===== config.mk =====
export PLATFORM = sky130hd
export DESIGN_NAME = keypad_entry_buffer
export DESIGN_NICKNAME = d
export VERILOG_FILES = /design/src/rtl/keypad_entry_buffer.sv
export SDC_FILE = /design/constraint.sdc
export NUM_CORES = 1
export LEC_CHECK = 0
export BUFFER_PORTS_ARGS = -buffer_cell sky130_fd_sc_hd__buf_2
export CAP_MARGIN = 30
export CORE_ASPECT_RATIO = 0.6
export CORE_UTILIZATION = 30
export DETAILED_ROUTE_END_ITERATION = 6
export PLACE_DENSITY = 0.5
export SKIP_CTS_REPAIR_TIMING = 1
export SLEW_MARGIN = 20
export SYNTH_ARGS = -nofsm -noshare
export SYNTH_HDL_FRONTEND = slang
export SYNTH_SLANG_ARGS = --single-unit

===== constraint.sdc =====
create_clock -name clock -period 2.4 [get_ports clock]
set_clock_uncertainty 0.05 [all_clocks]
set_input_delay 0.24 -clock clock [delete_from_list [all_inputs] [get_ports clock]]
set_output_delay 0.24 -clock clock [all_outputs]
set_load 0.02 [all_outputs]

===== src/rtl/keypad_entry_buffer.sv =====
// keypad_entry_buffer: debounces encoded keypad codes into single press events and builds a
// BCD entry handed to the processor by valid/ready. Optional feature macro: ENTRY_TIMEOUT_EN.
module keypad_entry_buffer #(
    parameter int DEBOUNCE_CYCLES = 4,
`ifdef ENTRY_TIMEOUT_EN
    parameter int TIMEOUT_CYCLES  = 50000000,
`endif
    parameter int MAX_DIGITS      = 4
) (
    input  logic                             clock,
    input  logic                             reset,
    input  logic [3:0]                       key_code,
    output logic                             key_event,
    output logic [3:0]                       last_key,
    output logic [4*MAX_DIGITS-1:0]          entry_bcd,
    output logic [$clog2(MAX_DIGITS+1)-1:0]  digit_count,
    output logic                             overflow,
    output logic                             entry_valid,
`ifdef ENTRY_TIMEOUT_EN
    output logic                             timeout,
`endif
    input  logic                             entry_ready
);
    localparam int CW = $clog2(DEBOUNCE_CYCLES + 1);
    localparam int EW = 4 * MAX_DIGITS;
    localparam int DW = $clog2(MAX_DIGITS + 1);
    localparam logic [CW-1:0] CNT_LAST  = CW'(DEBOUNCE_CYCLES - 1);
    localparam logic [3:0]    KEY_NONE  = 4'd13;
    localparam logic [3:0]    KEY_BKSP  = 4'd10;
    localparam logic [3:0]    KEY_ENTER = 4'd11;

    typedef enum logic [1:0] {
        RELEASED  = 2'd0,
        ARMING    = 2'd1,
        PRESSED   = 2'd2,
        RELEASING = 2'd3
    } press_state_t;

    typedef enum logic {
        COLLECT = 1'b0,
        PRESENT = 1'b1
    } entry_state_t;

    function automatic logic is_key(input logic [3:0] code);
        return (code <= 4'd11);
    endfunction

    function automatic logic is_digit(input logic [3:0] code);
        return (code <= 4'd9);
    endfunction

    press_state_t        press_state_r, press_state_s;
    logic [3:0]          cand_r, cand_s;
    logic [CW-1:0]       cnt_r, cnt_s;
    logic                key_valid_s;
    logic                key_event_r, key_event_s;
    logic [3:0]          last_key_r, last_key_s;

    entry_state_t        entry_state_r, entry_state_s;
    logic [EW-1:0]       entry_bcd_r, entry_bcd_s;
    logic [DW-1:0]       digit_count_r, digit_count_s;
    logic                overflow_r, overflow_s;
    logic                entry_valid_r, entry_valid_s;
    logic                tmo_fire_s;

    assign key_valid_s = is_key(key_code);

    // Press FSM state, debounce counter and registered event outputs
    always_ff @(posedge clock) begin
        if (reset) begin
            press_state_r <= RELEASED;
            cand_r        <= 4'd0;
            cnt_r         <= {CW{1'b0}};
            key_event_r   <= 1'b0;
            last_key_r    <= KEY_NONE;
        end else begin
            press_state_r <= press_state_s;
            cand_r        <= cand_s;
            cnt_r         <= cnt_s;
            key_event_r   <= key_event_s;
            last_key_r    <= last_key_s;
        end
    end

    // Press FSM next state: a press or a release needs DEBOUNCE_CYCLES identical samples
    always_comb begin
        press_state_s = press_state_r;
        cand_s        = cand_r;
        cnt_s         = cnt_r;
        case (press_state_r)
            RELEASED: begin
                if (key_valid_s) begin
                    cand_s        = key_code;
                    cnt_s         = CW'(1);
                    press_state_s = (DEBOUNCE_CYCLES == 1) ? PRESSED : ARMING;
                end else begin
                    cnt_s         = {CW{1'b0}};
                end
            end
            ARMING: begin
                if (!key_valid_s) begin
                    cnt_s         = {CW{1'b0}};
                    press_state_s = RELEASED;
                end else if (key_code == cand_r) begin
                    if (cnt_r == CNT_LAST) begin
                        press_state_s = PRESSED;
                    end else begin
                        cnt_s = cnt_r + CW'(1);
                    end
                end else begin
                    cand_s = key_code;
                    cnt_s  = CW'(1);
                end
            end
            PRESSED: begin
                if (!key_valid_s) begin
                    cnt_s         = (DEBOUNCE_CYCLES == 1) ? {CW{1'b0}} : CW'(1);
                    press_state_s = (DEBOUNCE_CYCLES == 1) ? RELEASED : RELEASING;
                end else begin
                    cnt_s = {CW{1'b0}};
                end
            end
            RELEASING: begin
                if (key_valid_s) begin
                    cnt_s         = {CW{1'b0}};
                    press_state_s = PRESSED;
                end else if (cnt_r == CNT_LAST) begin
                    cnt_s         = {CW{1'b0}};
                    press_state_s = RELEASED;
                end else begin
                    cnt_s = cnt_r + CW'(1);
                end
            end
            default: begin
                cnt_s         = {CW{1'b0}};
                press_state_s = RELEASED;
            end
        endcase
    end

    // Press FSM outputs: the event fires on the sample that completes the press debounce
    always_comb begin
        key_event_s = 1'b0;
        case (press_state_r)
            RELEASED: begin
                if (key_valid_s && (DEBOUNCE_CYCLES == 1)) key_event_s = 1'b1;
                else                                       key_event_s = 1'b0;
            end
            ARMING: begin
                if (key_valid_s && (key_code == cand_r) && (cnt_r == CNT_LAST)) key_event_s = 1'b1;
                else                                                           key_event_s = 1'b0;
            end
            default: key_event_s = 1'b0;
        endcase
        if (key_event_s) last_key_s = key_code;
        else             last_key_s = last_key_r;
    end

`ifdef ENTRY_TIMEOUT_EN
    localparam int TW = $clog2(TIMEOUT_CYCLES + 1);
    logic [TW-1:0] tmo_cnt_r;
    logic          timeout_r;

    assign tmo_fire_s = (entry_state_r == COLLECT) && !key_event_r &&
                        (digit_count_r != {DW{1'b0}}) && (tmo_cnt_r == TW'(TIMEOUT_CYCLES - 1));

    // Inactivity counter, only running while a partial entry sits in COLLECT
    always_ff @(posedge clock) begin
        if (reset) begin
            tmo_cnt_r <= {TW{1'b0}};
            timeout_r <= 1'b0;
        end else begin
            timeout_r <= tmo_fire_s;
            if ((entry_state_r != COLLECT) || key_event_r ||
                (digit_count_r == {DW{1'b0}}) || tmo_fire_s) begin
                tmo_cnt_r <= {TW{1'b0}};
            end else begin
                tmo_cnt_r <= tmo_cnt_r + TW'(1);
            end
        end
    end

    assign timeout = timeout_r;
`else
    assign tmo_fire_s = 1'b0;
`endif

    // Entry FSM state and registered entry outputs
    always_ff @(posedge clock) begin
        if (reset) begin
            entry_state_r <= COLLECT;
            entry_bcd_r   <= {EW{1'b0}};
            digit_count_r <= {DW{1'b0}};
            overflow_r    <= 1'b0;
            entry_valid_r <= 1'b0;
        end else begin
            entry_state_r <= entry_state_s;
            entry_bcd_r   <= entry_bcd_s;
            digit_count_r <= digit_count_s;
            overflow_r    <= overflow_s;
            entry_valid_r <= entry_valid_s;
        end
    end

    // Entry FSM next state: key events edit the entry only while collecting
    always_comb begin
        entry_state_s = entry_state_r;
        entry_bcd_s   = entry_bcd_r;
        digit_count_s = digit_count_r;
        overflow_s    = 1'b0;
        case (entry_state_r)
            COLLECT: begin
                if (key_event_r) begin
                    if (is_digit(last_key_r)) begin
                        if (digit_count_r < DW'(MAX_DIGITS)) begin
                            entry_bcd_s   = (entry_bcd_r << 4'd4) | EW'(last_key_r);
                            digit_count_s = digit_count_r + DW'(1);
                        end else begin
                            overflow_s = 1'b1;
                        end
                    end else if (last_key_r == KEY_BKSP) begin
                        if (digit_count_r != {DW{1'b0}}) begin
                            entry_bcd_s   = entry_bcd_r >> 4'd4;
                            digit_count_s = digit_count_r - DW'(1);
                        end else begin
                            digit_count_s = digit_count_r;
                        end
                    end else if (last_key_r == KEY_ENTER) begin
                        if (digit_count_r != {DW{1'b0}}) entry_state_s = PRESENT;
                        else                             entry_state_s = COLLECT;
                    end else begin
                        entry_state_s = COLLECT;
                    end
                end else if (tmo_fire_s) begin
                    entry_bcd_s   = {EW{1'b0}};
                    digit_count_s = {DW{1'b0}};
                end else begin
                    entry_state_s = COLLECT;
                end
            end
            PRESENT: begin
                // entry_valid is always high here, so entry_ready alone completes the handshake
                if (entry_ready) begin
                    entry_state_s = COLLECT;
                    entry_bcd_s   = {EW{1'b0}};
                    digit_count_s = {DW{1'b0}};
                end else begin
                    entry_state_s = PRESENT;
                end
            end
            default: begin
                entry_state_s = COLLECT;
                entry_bcd_s   = {EW{1'b0}};
                digit_count_s = {DW{1'b0}};
            end
        endcase
    end

    // Entry FSM outputs
    always_comb begin
        entry_valid_s = 1'b0;
        if (entry_state_s == PRESENT) entry_valid_s = 1'b1;
        else                          entry_valid_s = 1'b0;
    end

    assign key_event   = key_event_r;
    assign last_key    = last_key_r;
    assign entry_bcd   = entry_bcd_r;
    assign digit_count = digit_count_r;
    assign overflow    = overflow_r;
    assign entry_valid = entry_valid_r;

endmodule

==> results.sh <==
export IMPL_grt_setup_unrepaired="no"
export IMPL_final_setup_tns_ns=0
export IMPL_timing_fmax_mhz=444
export IMPL_dp_worst_setup_slack_ns=0.211
export IMPL_synth_async_reset_ratio_pct=0
export IMPL_timing_final_hold_violations=0
export IMPL_cts_buffers=5
export IMPL_grt_pass1_wl_mm=7.25
export IMPL_numPlacedInstances=302
export IMPL_finalCritPeriodShare_pct=93.8
export IMPL_synthesis_area_per_instance_um2=9.12
export IMPL_via_count_of_the_first_global_routing_pass=1374
export IMPL_routed_wl_mm=4.56
export IMPL_syn_num_nets=209
export IMPL_arrival_ns=2.38
export IMPL_cts_tree="done"
export IMPL_ant_nets=0
export IMPL_status="finished, final reports clean"
export IMPL_viasPerCell=5.13
export IMPL_gr_total_overflow=0
export IMPL_multi_input_comb_area_um2=992
export IMPL_std_cell_rows=21
export IMPL_netlist_area_before_placement_um2=1800
export IMPL_placeableCoreArea_um2=5680
export IMPL_slew_viols_final=0
export IMPL_crit_required_ns=2.53
export IMPL_synth_cell_type_count=47
export IMPL_number_of_antenna_violations_at_the_first_check_in_global_routing=0
export IMPL_cellLeakagePower_nw=0.824
export IMPL_grt_util_met1_pct=23.7
export IMPL_end_kind="flop"
export IMPL_area_growth_pct=17.4
export IMPL_synth_warnings=0
export IMPL_drc=0
export IMPL_drive_above_1_share_pct=25.7
export IMPL_seq_area_um2=701
export IMPL_placement_io_buffers=32
export IMPL_peakVddDrop_uv=144
export IMPL_max_cap_viol_count=0
export IMPL_routed_via_count=1589
export IMPL_synth_enable_flop_cells=0
export IMPL_clock_power_share_pct=38.5
export IMPL_dp_hpwl_mm=3.28
export IMPL_cts_path_max_buffers=2
export IMPL_io_pins=33
export IMPL_share_comb_of_total_power_pct=5.7
export IMPL_gr_max_usage_layer="met1"
export IMPL_commonest_cells_after_routing_fill_and_taps_aside="sky130_fd_sc_hd__dfxtp_1, sky130_fd_sc_hd__buf_2, sky130_fd_sc_hd__nand2_1"
export IMPL_cts_max_level=2
export IMPL_powerDensity_nw_per_um2=504
export IMPL_num_antenna_cells=0
export IMPL_clockRootBuffer="sky130_fd_sc_hd__clkbuf_8"
export IMPL_p_int_mw=0.814
export IMPL_final_core_utilization_pct=37.2
export IMPL_cts_sinks=35
export IMPL_drtIter0Drc=98
export IMPL_routabilityCongestion=0.791
export IMPL_fraction_of_power_spent_switching_nets_pct=23.5
export IMPL_first_pass_iters=4
export IMPL_nFillCells=608
export IMPL_die_h_um=61.9
export IMPL_final_period_minus_worst_setup_slack_ns=2.25
export IMPL_startpoint_class="flop"
export IMPL_layout_commonest_cell="sky130_fd_sc_hd__dfxtp_1"
export IMPL_clock_latency_ns=0.28
export IMPL_seq_area_frac_synth_pct=39.0
export IMPL_synth_seq_cells=35
export IMPL_slew_at_the_pin_with_the_worst_max_slew_slack_ns=0.680
export IMPL_use_met3_pct=4.47
export IMPL_hold_path_class="in2reg"
export IMPL_routed_wirelength_normalized_by_instance_count_um=14.7
export IMPL_path_clk_slew_ns=0.07
export IMPL_netlist_instances=197
export IMPL_fin_cells=310
export IMPL_track_usage_pct=15.3
export IMPL_finalNetCount=241
export IMPL_relative_slew_slack_pct=54.7
export IMPL_use_met2_pct=19.4
export IMPL_dieArea_um2=6310
export IMPL_critical_path_max_fanout=16
export IMPL_power_share_sequential_pct=55.8
export IMPL_p_sw_mw=0.250
export IMPL_initial_standard_cell_utilization_of_the_core_pct=31.7
export IMPL_final_setup_viol_count=0
export IMPL_layout_setup_ws_ns=0.149
export IMPL_synthFlopType="sky130_fd_sc_hd__dfxtp_1"
export IMPL_die_width_um=102
export IMPL_crit_type="reg2reg"
export IMPL_largest_net_degree_at_the_start_of_global_routing=19
metal layers:
| layer | part of all wire, % | routed length, µm |
|---|---|---|
| met1 | 58 | 2640 |
| met2 | 37 | 1670 |
| met3 | 4.6 | 212 |
| met4 | 1.0 | 46 |
| met5 | 0 | 0 |
cells in the mapped netlist, types with 2 or more instances:
| library cell | instances | area share [%] |
|---|---|---|
| sky130_fd_sc_hd__buf_2 | 5 | 1.4 |
| sky130_fd_sc_hd__nand2_2 | 2 | 0.70 |
| sky130_fd_sc_hd__a2111oi_0 | 2 | 0.98 |
| sky130_fd_sc_hd__inv_1 | 5 | 1.0 |
| sky130_fd_sc_hd__dfxtp_1 | 35 | 39 |
| sky130_fd_sc_hd__buf_6 | 3 | 1.9 |
| sky130_fd_sc_hd__a32o_1 | 4 | 2.2 |
| sky130_fd_sc_hd__nand2_1 | 24 | 5.0 |
| sky130_fd_sc_hd__o211ai_1 | 2 | 0.84 |
| sky130_fd_sc_hd__o21ai_0 | 9 | 2.5 |
| sky130_fd_sc_hd__nand3_1 | 8 | 2.2 |
| sky130_fd_sc_hd__nand4_1 | 2 | 0.70 |
| sky130_fd_sc_hd__a31o_1 | 9 | 4.4 |
| sky130_fd_sc_hd__nor2_1 | 15 | 3.1 |
| sky130_fd_sc_hd__or4_1 | 2 | 0.84 |
| sky130_fd_sc_hd__xnor2_1 | 6 | 2.9 |
| sky130_fd_sc_hd__a21oi_1 | 11 | 3.1 |
| sky130_fd_sc_hd__clkbuf_1 | 5 | 1.0 |
| sky130_fd_sc_hd__and3_1 | 2 | 0.70 |
| sky130_fd_sc_hd__nor3_1 | 3 | 0.84 |
| sky130_fd_sc_hd__nand3b_1 | 3 | 1.3 |
| sky130_fd_sc_hd__mux2i_1 | 6 | 3.3 |
| sky130_fd_sc_hd__a2111oi_2 | 6 | 5.0 |
| sky130_fd_sc_hd__ha_1 | 5 | 3.5 |
critical path, cell delays in order, from the launching register on:
cell and delay [ns]:
sky130_fd_sc_hd__dfxtp_1 0.52, sky130_fd_sc_hd__o21a_4 0.28, sky130_fd_sc_hd__inv_2 0.14, sky130_fd_sc_hd__ha_1 0.21, sky130_fd_sc_hd__nor2_1 0.14, sky130_fd_sc_hd__and2_1 0.20, sky130_fd_sc_hd__nand2_2 0.25, sky130_fd_sc_hd__a32o_1 0.34
power by group through the flow:
stage	Clock, mW	Sequential (mW)	Combinational [mW]
finish	0.410	0.593	0.0606
global route	0.455	0.594	0.0680
CTS	0.429	0.593	0.0610
detailed placement	0	0.607	0.0607
global placement	0	0.607	0.0611
floorplan	0	0.604	0.0422
area by class of cell:
type | count | area share (%)
Sequential cell | 35 | 33.2
Timing Repair Buffer | 39 | 10.1
Clock buffer | 7 | 3.62
Inverter | 6 | 1.07
Tap cell | 80 | 4.74
Multi-Input combinational cell | 142 | 47.0
Clock inverter | 1 | 0.237
through the flow:
stage	power, mW	hold WS [ns]	instance area [µm²]
floorplan	0.646	0.308	1800
global placement	0.668	0.449	2030
detailed placement	0.667	0.440	2030
CTS	1.08	0.184	2110
global route	1.12	0.203	2110
finish	1.06	0.192	2110
path summary, 6_finish.rpt:
| path | startpoint | to | slack [ns] | cells after the start |
|---|---|---|---|---|
| worst max-delay path | last_key[2]$_SDFFE_PP1P_ | entry_bcd[14]$_SDFFE_PP0P_ | 0.15 | 7 |
| worst min-delay path | key_code[0] | last_key[0]$_SDFFE_PP1P_ | 0.19 | 3 |
| worst max register to register | last_key[2]$_SDFFE_PP1P_ | entry_bcd[14]$_SDFFE_PP0P_ | 0.15 | 7 |
| worst min register to register | entry_bcd[3]$_SDFFE_PP0P_ | entry_bcd[3]$_SDFFE_PP0P_ | 0.45 | 2 |
logic make-up after synthesis:
family          synth area share (%)
flops                           39.0
xor+xnor                        3.41
mux                             3.97
compound gates                  25.1
simple gates                    19.2
buf+inv                         5.78
fa+ha+maj                       3.48
registers in the layout, summed over array words and instances, names as in the netlist, named ones only:
signal         cells
last_key           4
key_event          1
overflow           1
cnt_r              3
cand_r             4
entry_state_r      1
digit_count        3
press_state_r      1
entry_bcd         16
No activity file was read; power rests on OpenSTA's default activity.
